==> config.mk <==
export PLATFORM = sky130hd
export DESIGN_NAME = count_pwm_flat
export DESIGN_NICKNAME = d
export VERILOG_FILES = /design/src/rtl/count_pwm_if.sv /design/src/rtl/count_pwm.sv /design/src/flat_wrapper.sv
export SDC_FILE = /design/constraint.sdc
export NUM_CORES = 1
export LEC_CHECK = 0
export ABC_CLOCK_PERIOD_IN_PS = 2950
export CAP_MARGIN = 20
export CORE_MARGIN = 5
export CORE_UTILIZATION = 50
export CTS_CLUSTER_SIZE = 40
export DETAILED_ROUTE_END_ITERATION = 12
export GPL_TIMING_DRIVEN = 0
export HOLD_SLACK_MARGIN = 0.15
export PLACE_DENSITY = 0.78
export SYNTH_ARGS = -nofsm -noshare
export SYNTH_HDL_FRONTEND = slang
export SYNTH_SLANG_ARGS = --single-unit
export TNS_END_PERCENT = 1
==> constraint.sdc <==
create_clock -name clk -period 2.95 [get_ports clk]
set_clock_uncertainty 0.1 [all_clocks]
set_input_delay 0.4425 -clock clk [delete_from_list [all_inputs] [get_ports clk]]
set_output_delay 0.4425 -clock clk [all_outputs]
set_load 0.05 [all_outputs]
==> src/rtl/count_pwm_if.sv <==
// Duty-load handshake between a duty source and count_pwm.
// The source drives data/valid; count_pwm returns ready.
interface count_pwm_if #(
   parameter int unsigned CW = 4
);
   logic [CW:0] duty_data;
   logic        duty_valid;
   logic        duty_ready;

   modport master (output duty_data, output duty_valid, input  duty_ready);
   modport slave  (input  duty_data, input  duty_valid, output duty_ready);
endinterface

==> src/rtl/count_pwm.sv <==
// PWM stage fed by a free-running upstream counter: duty loads are applied at period wrap,
// with a wrap pulse, a period counter and a sticky non-sequential-step flag.
module count_pwm #(
   parameter int unsigned CW  = 4,
   parameter int unsigned PCW = 8
) (
   input  logic            clk,
   input  logic            nrst,
   input  logic [CW-1:0]   cnt_val,
   count_pwm_if.slave      duty,
   input  logic            err_clr,
   output logic            pwm_out,
   output logic            wrap_pulse,
   output logic [PCW-1:0]  period_cnt,
   output logic            step_err
);

   localparam int unsigned DW = CW + 1;
   localparam logic [DW-1:0] DUTY_MAX = DW'(1) << CW;
   localparam logic [CW-1:0] CNT_MAX  = {CW{1'b1}};

   typedef enum logic [1:0] {
      IDLE = 2'd0,
      RUN  = 2'd1,
      PEND = 2'd2
   } state_t;

   state_t          state;
   state_t          state_nxt;
   logic [CW-1:0]   prev_cnt;
   logic            prev_vld;
   logic [DW-1:0]   pend_duty;
   logic [DW-1:0]   active_duty;

   logic            wrap;
   logic            err;
   logic            xfer;
   logic            ready_c;
   logic            load_c;
   logic [DW-1:0]   duty_eff_c;
   logic [DW-1:0]   duty_sat;
   logic            pwm_nxt;

   assign wrap     = prev_vld & (prev_cnt == CNT_MAX) & (cnt_val == '0);
   assign err      = prev_vld & (cnt_val != CW'(prev_cnt + CW'(1)));
   assign xfer     = duty.duty_valid & ready_c;
   assign duty_sat = (duty.duty_data > DUTY_MAX) ? DUTY_MAX : duty.duty_data;
   assign duty.duty_ready = ready_c;

   always_ff @(posedge clk or negedge nrst) begin
      if (!nrst) state <= IDLE;
      else       state <= state_nxt;
   end

   always_comb begin
      state_nxt = state;
      case (state)
         IDLE:    if (xfer) state_nxt = PEND;
         RUN:     if (xfer) state_nxt = PEND;
         PEND:    if (wrap) state_nxt = RUN;
         default: state_nxt = IDLE;
      endcase
   end

   // The wrap edge that retires a pending load already compares against the new duty.
   always_comb begin
      ready_c    = (state != PEND);
      load_c     = (state == PEND) & wrap;
      duty_eff_c = load_c ? pend_duty : active_duty;
      pwm_nxt    = (state != IDLE) & ({1'b0, cnt_val} < duty_eff_c);
   end

   always_ff @(posedge clk or negedge nrst) begin
      if (!nrst) begin
         prev_cnt    <= '0;
         prev_vld    <= 1'b0;
         pend_duty   <= '0;
         active_duty <= '0;
         pwm_out     <= 1'b0;
         wrap_pulse  <= 1'b0;
         period_cnt  <= '0;
         step_err    <= 1'b0;
      end else begin
         prev_cnt   <= cnt_val;
         prev_vld   <= 1'b1;
         pwm_out    <= pwm_nxt;
         wrap_pulse <= wrap;
         step_err   <= err | (step_err & ~err_clr);
         if (xfer)   pend_duty   <= duty_sat;
         if (load_c) active_duty <= pend_duty;
         if (wrap)   period_cnt  <= PCW'(period_cnt + PCW'(1));
      end
   end

endmodule

==> src/flat_wrapper.sv <==
// flat-port wrapper written by rule: the top's interface ports become plain ports
module count_pwm_flat 
#(
   parameter int unsigned CW  = 4,
   parameter int unsigned PCW = 8
)
  (clk, nrst, cnt_val, err_clr, pwm_out, wrap_pulse, period_cnt, step_err, duty_duty_data, duty_duty_valid, duty_duty_ready);
  count_pwm_if #(.CW(CW)) duty_i ();
  input  logic clk;
  input  logic nrst;
  input  logic [CW-1:0] cnt_val;
  input  logic err_clr;
  output logic pwm_out;
  output logic wrap_pulse;
  output logic [PCW-1:0] period_cnt;
  output logic step_err;
  input wire logic [$bits(duty_i.duty_data)-1:0] duty_duty_data;
  input wire logic [$bits(duty_i.duty_valid)-1:0] duty_duty_valid;
  output wire logic [$bits(duty_i.duty_ready)-1:0] duty_duty_ready;
  assign duty_i.duty_data = duty_duty_data;
  assign duty_i.duty_valid = duty_duty_valid;
  assign duty_duty_ready = duty_i.duty_ready;
  count_pwm #(.CW(CW), .PCW(PCW)) u_core (.clk(clk), .nrst(nrst), .cnt_val(cnt_val), .duty(duty_i), .err_clr(err_clr), .pwm_out(pwm_out), .wrap_pulse(wrap_pulse), .period_cnt(period_cnt), .step_err(step_err));
endmodule
==> results of run 1 <==
[Yosys cell counts, types with 2 or more instances]
library cell and number:
a211oi_1 2, nand3_1 4, mux2_2 3, xor2_1 4
dfrtp_1 28, xnor2_1 9, mux2i_1 3, ha_1 5
nand4_1 2, nand2b_1 7, nand2_1 7, inv_1 6
a21oi_1 2, o21ai_0 7, nor2b_1 2
[logic make-up after synthesis]
logic type               count (synthesis)  share of synthesized area [%]
AND/OR/NAND/NOR                         29                           14.2
other                                    1                          0.296
AO/OA/AOI/OAI                           15                           7.22
buffers and inverters                    7                           2.67
multiplexers                             7                           6.23
flip-flops                              28                           55.4
XOR/XNOR                                13                           9.00
adder cells (fa/ha/maj)                  5                           4.95
[metrics by stage]
| stage | cell area (µm²) | power [W] | std cells | utilization (%) |
|---|---|---|---|---|
| finish | 1610 | 0.000815 | 164 | 65.6 |
| global route | 1610 | 0.000860 | 164 | 65.6 |
| CTS | 1610 | 0.000824 | 164 | 65.4 |
| detailed placement | 1570 | 0.000641 | 160 | 64.0 |
| global placement | 1540 | 0.000626 | 159 | 62.8 |
| floorplan | 1260 | 0.000567 | 105 | - |
[how the worst min path moves through the flow]
stage,startpoint,end,slack [ps],depth (start not counted)
2_1_floorplan,nrst,u_core.active_duty[0],50,0
3_5_place_dp,u_core.period_cnt[7],u_core.period_cnt[7],380,1
4_1_cts,nrst,u_core.step_err,370,1
3_3_place_gp,u_core.period_cnt[7],u_core.period_cnt[7],360,1
5_1_grt,u_core.period_cnt[7],u_core.period_cnt[7],410,1
6_report,nrst,u_core.step_err,360,1
[registers in the layout, indices dropped and copies added (netlist names)]
register	count
u_core.active_duty	5
u_core.step_err	1
u_core.pwm_out	1
u_core.period_cnt	8
u_core.prev_cnt	4
u_core.pend_duty	5
u_core.state	2
u_core.wrap_pulse	1
u_core.prev_vld	1
[per-layer routing]
layer | vias up | global-route usage [%] | part of all wire (%)
li1 | 416 | - | -
met1 | 421 | 19.3 | 44
met2 | 18 | 22.5 | 51
met3 | 2 | 1.94 | 5.2
met4 | 0 | 4.75 | 0.35
met5 | - | 0 | 0
[layout make-up]
class | instances | area [µm²] | area share [%]
clock buffer | 4 | 36.3 | 2.25
sequential | 28 | 701 | 43.5
inverter | 6 | 22.5 | 1.40
multi-input combinational | 70 | 534 | 33.2
tap | 30 | 37.5 | 2.33
buffer | 1 | 11.3 | 0.699
timing repair buffer | 25 | 268 | 16.6
[report_power, final]
| part | internal [W] | switching (W) | leakage [nW] |
|---|---|---|---|
| registers | 0.000433 | 0.0000348 | 0.364 |
| clock network | 0.0000755 | 0.000108 | 0.0210 |
| logic | 0.0000759 | 0.0000875 | 0.367 |
| total | 0.000584 | 0.000231 | 0.753 |
==> flow_results.xml, run 1 <==
<?xml version="1.0" encoding="UTF-8"?>
<metrics>
  <group name="route">
    <metric name="remaining_drc_errors" unit="">0</metric>
    <metric name="drtIter0Drc" unit="">14</metric>
    <metric name="route.detailed.vias_per_inst" unit="">5.23</metric>
    <metric name="detail_route.wl_per_cell" unit="µm">14.1</metric>
    <metric name="first_pass_iters" unit="">4</metric>
    <metric name="postRouteAntennaNets" unit="">0</metric>
    <metric name="routed_wl" unit="mm">2.31</metric>
    <metric name="routed-via-count" unit="">857</metric>
  </group>
  <group name="layout">
    <metric name="antenna_cells" unit="">0</metric>
    <metric name="post_route_cells_drive_above_1_share" unit="%">10.4</metric>
    <metric name="most-common-layout-cells" unit="">28 x dfrtp_1, 24 x clkdlybuf4s50_1, 9 x xnor2_1</metric>
    <metric name="layout.cells.most_common" unit="">dfrtp_1</metric>
    <metric name="p_r_area_growth_vs_syn" unit="%">27.3</metric>
    <metric name="fillers" unit="">199</metric>
    <metric name="layout.nets" unit="">153</metric>
  </group>
  <group name="clock_tree">
    <metric name="cts.clk_slew.worst_paths" unit="ps">150</metric>
    <metric name="clock-sinks" unit="">28</metric>
    <metric name="hold_buffers" unit="">0</metric>
    <metric name="cts_buffers" unit="">3</metric>
    <metric name="clock_tree.root_cell" unit="">clkbuf_4</metric>
    <metric name="postCtsSetupBuffers" unit="">0</metric>
    <metric name="cts.htree.levels" unit="">1</metric>
    <metric name="worst_skew_pair.late_latency" unit="ps">320</metric>
    <metric name="clk_path_buf_depth" unit="">2</metric>
    <metric name="tritoncts_clock_tree" unit="">done</metric>
    <metric name="post_cts_resized" unit="">0</metric>
  </group>
  <group name="grt">
    <metric name="grt_start_max_net_pins" unit="">20</metric>
    <metric name="grt_overflow" unit="">0</metric>
    <metric name="globalRouteTotalUtil" unit="%">14.0</metric>
    <metric name="first_global_vias" unit="">821</metric>
    <metric name="first_pass_grt_wire_length" unit="mm">3.77</metric>
    <metric name="grt_antenna_before_repair" unit="">0</metric>
  </group>
  <group name="sta">
    <metric name="fin_crit" unit="ps">2790</metric>
    <metric name="hold_viol_final" unit="">0</metric>
    <metric name="report.final.setup_viol" unit="">0</metric>
    <metric name="timing.fmax" unit="GHz">0.359</metric>
    <metric name="setup_repair_after_global_routing_missed_its_margin" unit="">no</metric>
    <metric name="max_slew.worst_pin.slew" unit="ps">615</metric>
    <metric name="totalNegativeSetupSlack" unit="ps">0</metric>
    <metric name="timing.hold.ws" unit="ps">361</metric>
    <metric name="setup_slack" unit="ps">162</metric>
    <metric name="period_share" unit="%">94.5</metric>
    <metric name="slew_violations" unit="">0</metric>
    <metric name="worst_slew_margin_relative_to_its_limit" unit="%">58.7</metric>
  </group>
  <group name="floorplanning">
    <metric name="dieArea" unit="µm²">3640</metric>
    <metric name="dieHeight" unit="µm">60.3</metric>
    <metric name="placement_rows" unit="">18</metric>
    <metric name="initial_util" unit="%">51.5</metric>
    <metric name="floorplan.core_area" unit="µm²">2450</metric>
    <metric name="die_width" unit="µm">60.3</metric>
    <metric name="pin_count" unit="">25</metric>
  </group>
  <group name="setup_path">
    <metric name="setup.worst_path.end_class" unit="">flip-flop</metric>
    <metric name="rr_startpoint" unit="">u_core.prev_cnt[0]</metric>
    <metric name="rr_endpoint" unit="">u_core.pwm_out</metric>
    <metric name="critical_path.cell_chain" unit="">clkdlybuf4s50_1, or2_1, or4_4, buf_6, mux2i_2, ha_1, nand3_1, a21oi_1, a211oi_1, a2bb2oi_1</metric>
    <metric name="timing.critical_path.from_type" unit="">input port</metric>
    <metric name="cpLargestDelayFamily" unit="">simple AND/OR/NAND/NOR gates</metric>
    <metric name="slowest_stage" unit="">clkdlybuf4s50_1</metric>
    <metric name="worst-path-max-fanout" unit="">8</metric>
    <metric name="cp.depth" unit="">10</metric>
    <metric name="worstSetupStartpoint" unit="">cnt_val[0]</metric>
    <metric name="path_class" unit="">in -&gt; reg</metric>
    <metric name="worstSetupEndpoint" unit="">u_core.pwm_out</metric>
    <metric name="cp.arrival" unit="ps">2950</metric>
    <metric name="worstPathRequired" unit="ps">3110</metric>
    <metric name="critical_path.n_buffers_inverters" unit="">2</metric>
    <metric name="critical-path-max-stage-delay" unit="ps">480</metric>
    <metric name="worst-r2r-setup-slack" unit="ps">310</metric>
    <metric name="timing.reg2reg.worst_path_depth" unit="">10</metric>
  </group>
  <group name="min_path">
    <metric name="hold_path.class" unit="">in -&gt; async</metric>
  </group>
  <group name="synth">
    <metric name="synth-seq-cells" unit="">28</metric>
    <metric name="netlist_instances" unit="">105</metric>
    <metric name="seq_area_frac_synth" unit="%">55.4</metric>
    <metric name="largest_area_contributor_in_the_synthesized_netlist" unit="">dfrtp_1</metric>
    <metric name="syn_avg_cell_area" unit="µm²">12.0</metric>
    <metric name="synth_edf_count" unit="">0</metric>
    <metric name="share_of_flip_flops_with_an_asynchronous_set_or_reset_after_synthesis" unit="%">100</metric>
    <metric name="synth.net_count" unit="">123</metric>
    <metric name="mappedNetlistArea" unit="µm²">1260</metric>
    <metric name="synth_cell_type_count" unit="">29</metric>
    <metric name="synth-warning-count" unit="">0</metric>
    <metric name="post-synth-top-area-fraction" unit="%">55.4</metric>
    <metric name="leading_cell_types_by_total_area_after_synthesis" unit="">dfrtp_1 55%, xnor2_1 6.2%, ha_1 4.9%, nand2b_1 3.5%, o21ai_0 2.8%</metric>
    <metric name="ys.flop_type" unit="">dfrtp_1</metric>
  </group>
  <group name="job">
    <metric name="max_cap_viol_count" unit="">0</metric>
  </group>
  <group name="place">
    <metric name="post-dp-hpwl" unit="mm">1.85</metric>
    <metric name="place_worst_setup_slack" unit="ps">-218</metric>
    <metric name="port-buffer-count" unit="">24</metric>
    <metric name="gp_congestion" unit="">0.762</metric>
  </group>
  <group name="status">
    <metric name="status" unit="">finished clean</metric>
  </group>
  <group name="power">
    <metric name="max-vdd-ir-drop" unit="V">0.000366</metric>
    <metric name="leakagePower" unit="nW">0.753</metric>
    <metric name="power.density" unit="nW/µm²">506</metric>
  </group>
</metrics>
(Power assumes the default switching activity.)
==> run 2: changes to the inputs <==
--- a/config.mk
+++ b/config.mk
@@ -14,6 +14,7 @@
 export GPL_TIMING_DRIVEN = 0
 export HOLD_SLACK_MARGIN = 0.15
 export PLACE_DENSITY = 0.78
+export SLEW_MARGIN = 20
 export SYNTH_ARGS = -nofsm -noshare
 export SYNTH_HDL_FRONTEND = slang
 export SYNTH_SLANG_ARGS = --single-unit
==> flow_results.xml, run 2 (same netlist as run 1, synthesis figures left out) <==
<?xml version="1.0" encoding="UTF-8"?>
<metrics>
  <group name="status">
    <metric name="status" unit="">finished clean</metric>
  </group>
  <group name="floorplanning">
    <metric name="initial_util" unit="%">51.5</metric>
    <metric name="placement_rows" unit="">18</metric>
    <metric name="floorplan.core_area" unit="µm²">2450</metric>
    <metric name="dieArea" unit="µm²">3640</metric>
    <metric name="dieHeight" unit="µm">60.3</metric>
    <metric name="pin_count" unit="">25</metric>
    <metric name="die_width" unit="µm">60.3</metric>
  </group>
  <group name="place">
    <metric name="place_worst_setup_slack" unit="ps">-197</metric>
    <metric name="placed_cells" unit="">159</metric>
    <metric name="post-dp-hpwl" unit="mm">1.75</metric>
    <metric name="gp_congestion" unit="">0.762</metric>
    <metric name="port-buffer-count" unit="">24</metric>
    <metric name="placed_area" unit="µm²">1540</metric>
  </group>
  <group name="grt">
    <metric name="grt_start_max_net_pins" unit="">29</metric>
    <metric name="first_global_vias" unit="">805</metric>
    <metric name="grt_overflow" unit="">0</metric>
    <metric name="globalRouteTotalUtil" unit="%">13.4</metric>
    <metric name="grt_antenna_before_repair" unit="">0</metric>
    <metric name="first_pass_grt_wire_length" unit="mm">3.64</metric>
  </group>
  <group name="clock_tree">
    <metric name="worst_skew_pair.late_latency" unit="ps">330</metric>
    <metric name="clock_tree.root_cell" unit="">clkbuf_4</metric>
    <metric name="tritoncts_clock_tree" unit="">done</metric>
    <metric name="clock-sinks" unit="">28</metric>
    <metric name="clk_path_buf_depth" unit="">2</metric>
    <metric name="cts.htree.levels" unit="">1</metric>
    <metric name="post_cts_resized" unit="">0</metric>
    <metric name="cts_buffers" unit="">3</metric>
    <metric name="cts.clk_slew.worst_paths" unit="ps">150</metric>
  </group>
  <group name="sta">
    <metric name="setup_slack" unit="ps">167</metric>
    <metric name="slew_violations" unit="">0</metric>
    <metric name="worst_slew_margin_relative_to_its_limit" unit="%">57.8</metric>
    <metric name="period_share" unit="%">94.4</metric>
    <metric name="hold_viol_final" unit="">0</metric>
    <metric name="max_slew.worst_pin.slew" unit="ps">629</metric>
    <metric name="fin_crit" unit="ps">2780</metric>
    <metric name="timing.fmax" unit="GHz">0.359</metric>
    <metric name="report.final.setup_viol" unit="">0</metric>
    <metric name="setup_repair_after_global_routing_missed_its_margin" unit="">no</metric>
    <metric name="totalNegativeSetupSlack" unit="ps">0</metric>
  </group>
  <group name="layout">
    <metric name="final_area" unit="µm²">1580</metric>
    <metric name="top_register" unit="">u_core.period_cnt</metric>
    <metric name="antenna_cells" unit="">0</metric>
    <metric name="final_cell_count_no_fill" unit="">164</metric>
    <metric name="post_route_cells_drive_above_1_share" unit="%">9.70</metric>
    <metric name="reg.largest.list" unit="">u_core.period_cnt x8, u_core.active_duty x5, u_core.pend_duty x5</metric>
    <metric name="fillers" unit="">200</metric>
    <metric name="p_r_area_growth_vs_syn" unit="%">25.2</metric>
    <metric name="most-common-layout-cells" unit="">28 x dfrtp_1, 23 x clkdlybuf4s50_1, 9 x xnor2_1</metric>
    <metric name="layout.cells.most_common" unit="">dfrtp_1</metric>
    <metric name="layout.nets" unit="">153</metric>
    <metric name="number_of_flip_flops_in_the_largest_register" unit="">8</metric>
  </group>
  <group name="route">
    <metric name="detail_route.wl_per_cell" unit="µm">13.6</metric>
    <metric name="route.detailed.vias_per_inst" unit="">5.20</metric>
    <metric name="routed-via-count" unit="">852</metric>
    <metric name="postRouteAntennaNets" unit="">0</metric>
    <metric name="first_pass_iters" unit="">4</metric>
    <metric name="routed_wl" unit="mm">2.23</metric>
    <metric name="drtIter0Drc" unit="">17</metric>
    <metric name="remaining_drc_errors" unit="">0</metric>
  </group>
  <group name="job">
    <metric name="max_cap_viol_count" unit="">0</metric>
  </group>
  <group name="power">
    <metric name="leakagePower" unit="nW">0.750</metric>
    <metric name="p_comb_share" unit="%">19.5</metric>
    <metric name="net_switching_share_of_the_total_power" unit="%">28.4</metric>
    <metric name="max-vdd-ir-drop" unit="V">0.000405</metric>
    <metric name="switching_power_summed_over_all_nets" unit="W">0.000230</metric>
    <metric name="power.density" unit="nW/µm²">512</metric>
    <metric name="sequentialPowerShare" unit="%">57.4</metric>
    <metric name="clockPowerShare" unit="%">23.1</metric>
    <metric name="p_int" unit="W">0.000580</metric>
  </group>
  <group name="setup_path">
    <metric name="worst-r2r-setup-slack" unit="ps">310</metric>
    <metric name="cpLargestDelayFamily" unit="">simple AND/OR/NAND/NOR gates</metric>
    <metric name="worst-path-max-fanout" unit="">8</metric>
    <metric name="cp.arrival" unit="ps">2960</metric>
    <metric name="worstSetupStartpoint" unit="">cnt_val[0]</metric>
    <metric name="rr_startpoint" unit="">u_core.prev_cnt[0]</metric>
    <metric name="worstSetupEndpoint" unit="">u_core.pwm_out</metric>
    <metric name="timing.critical_path.from_type" unit="">input port</metric>
    <metric name="path_class" unit="">in -&gt; reg</metric>
    <metric name="critical_path.cell_chain" unit="">clkdlybuf4s50_1, or2_1, or4_4, buf_6, mux2i_1, ha_1, nand3_1, a21oi_1, a211oi_1, a2bb2oi_1</metric>
    <metric name="critical-path-max-stage-delay" unit="ps">480</metric>
    <metric name="cp.depth" unit="">10</metric>
    <metric name="rr_endpoint" unit="">u_core.pwm_out</metric>
    <metric name="worstPathRequired" unit="ps">3120</metric>
    <metric name="timing.reg2reg.worst_path_depth" unit="">10</metric>
    <metric name="critical_path.n_buffers_inverters" unit="">2</metric>
    <metric name="slowest_stage" unit="">clkdlybuf4s50_1</metric>
    <metric name="setup.worst_path.end_class" unit="">flip-flop</metric>
  </group>
  <group name="min_path">
    <metric name="hold_path.class" unit="">reg -&gt; reg</metric>
  </group>
</metrics>
-- run 2: power by group through the flow --
| stage | logic, W | registers (W) | clock network (W) |
|---|---|---|---|
| 3_3_place_gp | 0.000153 | 0.000473 | 0 |
| 4_1_cts | 0.000161 | 0.000467 | 0.000194 |
| 2_1_floorplan | 0.0000846 | 0.000483 | 0 |
| 6_report | 0.000158 | 0.000466 | 0.000187 |
| 3_5_place_dp | 0.000160 | 0.000475 | 0 |
| 5_1_grt | 0.000174 | 0.000472 | 0.000209 |
-- run 2: stage by stage --
step	utilization, %	hold WS (ps)	power, W
floorplan	-	46.9	0.000567
global placement	62.8	360	0.000626
detailed placement	62.6	374	0.000635
CTS	64.5	394	0.000822
global route	64.5	417	0.000856
finish	64.5	383	0.000811
-- run 2: metal layers --
metal | wire length (µm) | part of all wire, % | global-route usage [%] | up-vias
met3 | 123 | 5.5 | 2.59 | 2
met5 | 0 | 0 | 0 | -
li1 | - | - | - | 417
met2 | 1060 | 47 | 20.7 | 18
met1 | 1030 | 46 | 19.1 | 415
met4 | 27 | 1.2 | 3.80 | 0
-- run 2: area by class of cell --
type	count	area (µm²)	area share, %
tap	30	37.5	2.37
multi-input combinational	70	531	33.5
buffer	1	11.3	0.711
sequential	28	701	44.2
inverter	6	22.5	1.42
timing repair buffer	25	245	15.5
clock buffer	4	36.3	2.29
-- run 2: what timing repair did --
| action | in CTS | in global routing |
|---|---|---|
| hold endpoints to repair | 28 | 0 |
| hold buffers | 1 | 0 |
| buffers inserted | 0 | 0 |
-- run 2: worst register-to-register path, stage by stage, from the launching register on --
cell	delay, ps
dfrtp_1	410
ha_1	200
nand2b_1	90
or4_4	520
buf_6	160
mux2i_1	210
ha_1	290
nand3_1	130
a21oi_1	60
a211oi_1	260
a2bb2oi_1	170
-- run 2: worst min-delay path by stage --
stage	from	end	slack, ps	cells past startpoint
finish	u_core.period_cnt[7]	u_core.period_cnt[7]	380	1
global route	u_core.period_cnt[7]	u_core.period_cnt[7]	420	1
CTS	u_core.period_cnt[7]	u_core.period_cnt[7]	390	1
detailed placement	u_core.period_cnt[7]	u_core.period_cnt[7]	370	1
global placement	u_core.period_cnt[7]	u_core.period_cnt[7]	360	1
floorplan	nrst	u_core.active_duty[0]	50	0
==> run 3: changes to the inputs <==
--- a/config.mk
+++ b/config.mk
@@ -8,12 +8,13 @@
 export ABC_CLOCK_PERIOD_IN_PS = 2950
 export CAP_MARGIN = 20
 export CORE_MARGIN = 5
-export CORE_UTILIZATION = 50
+export CORE_UTILIZATION = 42
 export CTS_CLUSTER_SIZE = 40
 export DETAILED_ROUTE_END_ITERATION = 12
 export GPL_TIMING_DRIVEN = 0
 export HOLD_SLACK_MARGIN = 0.15
-export PLACE_DENSITY = 0.78
+export PLACE_DENSITY = 0.67
+export RECOVER_POWER = 50
 export SLEW_MARGIN = 20
 export SYNTH_ARGS = -nofsm -noshare
 export SYNTH_HDL_FRONTEND = slang
==> flow_results.xml, run 3 (same netlist as run 1, synthesis figures left out) <==
<?xml version="1.0" encoding="UTF-8"?>
<metrics>
  <group name="status">
    <metric name="status" unit="">finished clean</metric>
  </group>
  <group name="grt">
    <metric name="first_pass_grt_wire_length" unit="mm">4.00</metric>
    <metric name="grt_overflow" unit="">0</metric>
    <metric name="grt_start_max_net_pins" unit="">29</metric>
    <metric name="first_global_vias" unit="">927</metric>
    <metric name="globalRouteTotalUtil" unit="%">12.2</metric>
    <metric name="grt_antenna_before_repair" unit="">0</metric>
  </group>
  <group name="sta">
    <metric name="hold_viol_final" unit="">0</metric>
    <metric name="fin_crit" unit="ps">2760</metric>
    <metric name="worst_slew_margin_relative_to_its_limit" unit="%">0.776</metric>
    <metric name="timing.fmax" unit="GHz">0.362</metric>
    <metric name="period_share" unit="%">93.7</metric>
    <metric name="totalNegativeSetupSlack" unit="ps">0</metric>
    <metric name="slew_violations" unit="">0</metric>
    <metric name="report.final.setup_viol" unit="">0</metric>
    <metric name="max_slew.worst_pin.slew" unit="ps">1490</metric>
    <metric name="timing.hold.ws" unit="ps">383</metric>
    <metric name="setup_repair_after_global_routing_missed_its_margin" unit="">no</metric>
  </group>
  <group name="setup_path">
    <metric name="rr_startpoint" unit="">u_core.prev_cnt[0]</metric>
    <metric name="worst-path-max-fanout" unit="">8</metric>
    <metric name="timing.reg2reg.worst_path_depth" unit="">10</metric>
    <metric name="worstSetupStartpoint" unit="">cnt_val[3]</metric>
    <metric name="critical-path-max-stage-delay" unit="ps">500</metric>
    <metric name="critical_path.n_buffers_inverters" unit="">2</metric>
    <metric name="critical_path.cell_chain" unit="">clkdlybuf4s50_1, or2_1, or4_4, buf_6, mux2i_1, ha_1, a21oi_1, nor2b_1, a211oi_1, a2bb2oi_1</metric>
    <metric name="worst-r2r-setup-slack" unit="ps">340</metric>
    <metric name="setup.worst_path.end_class" unit="">flip-flop</metric>
    <metric name="path_class" unit="">in -&gt; reg</metric>
    <metric name="worstPathRequired" unit="ps">3120</metric>
    <metric name="timing.critical_path.from_type" unit="">input port</metric>
    <metric name="rr_endpoint" unit="">u_core.pwm_out</metric>
    <metric name="slowest_stage" unit="">clkdlybuf4s50_1</metric>
    <metric name="cp.arrival" unit="ps">2930</metric>
    <metric name="cpLargestDelayFamily" unit="">simple AND/OR/NAND/NOR gates</metric>
  </group>
  <group name="power">
    <metric name="leakagePower" unit="nW">0.746</metric>
    <metric name="max-vdd-ir-drop" unit="V">0.000281</metric>
    <metric name="total_power" unit="W">0.000801</metric>
    <metric name="power.density" unit="nW/µm²">508</metric>
  </group>
  <group name="route">
    <metric name="wl_met3" unit="µm">116</metric>
    <metric name="routed_wl" unit="mm">2.21</metric>
    <metric name="drtIter0Drc" unit="">20</metric>
    <metric name="maxUsedRoutingLayer" unit="">met4</metric>
    <metric name="remaining_drc_errors" unit="">0</metric>
    <metric name="postRouteAntennaNets" unit="">0</metric>
    <metric name="route.detailed.vias_per_inst" unit="">5.01</metric>
    <metric name="drt-met1-wl" unit="µm">966</metric>
    <metric name="first_pass_iters" unit="">4</metric>
    <metric name="detail_route.wl_per_cell" unit="µm">13.2</metric>
    <metric name="routed-via-count" unit="">837</metric>
    <metric name="met2WireLength" unit="mm">1.12</metric>
  </group>
  <group name="layout">
    <metric name="antenna_cells" unit="">0</metric>
    <metric name="layout.nets" unit="">153</metric>
    <metric name="p_r_area_growth_vs_syn" unit="%">24.8</metric>
    <metric name="post_route_cells_drive_above_1_share" unit="%">8.21</metric>
    <metric name="number_of_flip_flops_in_the_largest_register" unit="">8</metric>
    <metric name="top_register" unit="">u_core.period_cnt</metric>
    <metric name="reg.largest.list" unit="">u_core.period_cnt x8, u_core.active_duty x5, u_core.pend_duty x5</metric>
    <metric name="final_cell_count_no_fill" unit="">167</metric>
    <metric name="final_cell_utilization_of_the_core" unit="%">53.0</metric>
    <metric name="layout.cells.most_common" unit="">dfrtp_1</metric>
    <metric name="most-common-layout-cells" unit="">28 x dfrtp_1, 23 x clkdlybuf4s50_1, 9 x xnor2_1</metric>
  </group>
  <group name="place">
    <metric name="post-dp-hpwl" unit="mm">1.71</metric>
    <metric name="gp_congestion" unit="">0.718</metric>
    <metric name="port-buffer-count" unit="">24</metric>
    <metric name="placed_cells" unit="">162</metric>
  </group>
  <group name="floorplanning">
    <metric name="floorplan.core_area" unit="µm²">2980</metric>
    <metric name="initial_util" unit="%">42.5</metric>
    <metric name="dieArea" unit="µm²">4210</metric>
    <metric name="dieHeight" unit="µm">64.9</metric>
    <metric name="placement_rows" unit="">20</metric>
    <metric name="die_width" unit="µm">64.9</metric>
    <metric name="pin_count" unit="">25</metric>
  </group>
  <group name="clock_tree">
    <metric name="clock_tree.root_cell" unit="">clkbuf_4</metric>
    <metric name="worst_skew_pair.late_latency" unit="ps">320</metric>
    <metric name="cts.htree.levels" unit="">1</metric>
    <metric name="cts.clk_slew.worst_paths" unit="ps">150</metric>
    <metric name="tritoncts_clock_tree" unit="">done</metric>
    <metric name="clock-sinks" unit="">28</metric>
    <metric name="cts_buffers" unit="">3</metric>
    <metric name="post_cts_resized" unit="">0</metric>
    <metric name="clk_path_buf_depth" unit="">2</metric>
  </group>
  <group name="min_path">
    <metric name="timing.hold.worst_endpoint" unit="">u_core.period_cnt[7]</metric>
    <metric name="hold_path.startpoint" unit="">u_core.period_cnt[7]</metric>
    <metric name="hold-path-cell-count" unit="">1</metric>
    <metric name="hold_path.class" unit="">reg -&gt; reg</metric>
  </group>
  <group name="job">
    <metric name="max_cap_viol_count" unit="">0</metric>
  </group>
</metrics>
run 3: stage by stage:
step	area (µm²)	setup slack, ps
3_5_place_dp	1540	-207
2_1_floorplan	1260	509
3_3_place_gp	1550	-185
5_1_grt	1580	42.8
6_report	1580	185
4_1_cts	1590	147
run 3: worst max path at each step:
stage	endpoint	cells past startpoint
final	u_core.pwm_out	10
after detailed placement	u_core.pwm_out	10
after global routing	u_core.pwm_out	10
after floorplan	u_core.pwm_out	9
after global placement	u_core.pwm_out	10
after CTS	u_core.pwm_out	10
run 3: per-layer routing:
layer | up-vias | global-route usage, %
met2 | 18 | 22.7
met5 | - | 0
met4 | 0 | 4.75
met1 | 398 | 13.5
li1 | 419 | -
met3 | 2 | 2.25
run 3: timing repair:
item                                   CTS  global route
buffers inserted                         0             0
setup endpoints to repair                0             0
hold buffers                             1             0
endpoints found under the hold margin   28             0
run 3: layout make-up:
type | count | area [µm²]
Fill cell | 276 | 1400
Sequential cell | 28 | 701
Multi-Input combinational cell | 70 | 523
Timing Repair Buffer | 25 | 244
Tap cell | 33 | 41.3
Clock buffer | 4 | 36.3
Inverter | 6 | 22.5
Buffer | 1 | 11.3
run 3: where the power goes:
part | internal [W] | leakage [nW] | switching, W
clock network | 0.0000755 | 0.0210 | 0.000110
registers | 0.000433 | 0.364 | 0.0000304
logic | 0.0000694 | 0.361 | 0.0000838
total | 0.000577 | 0.746 | 0.000224
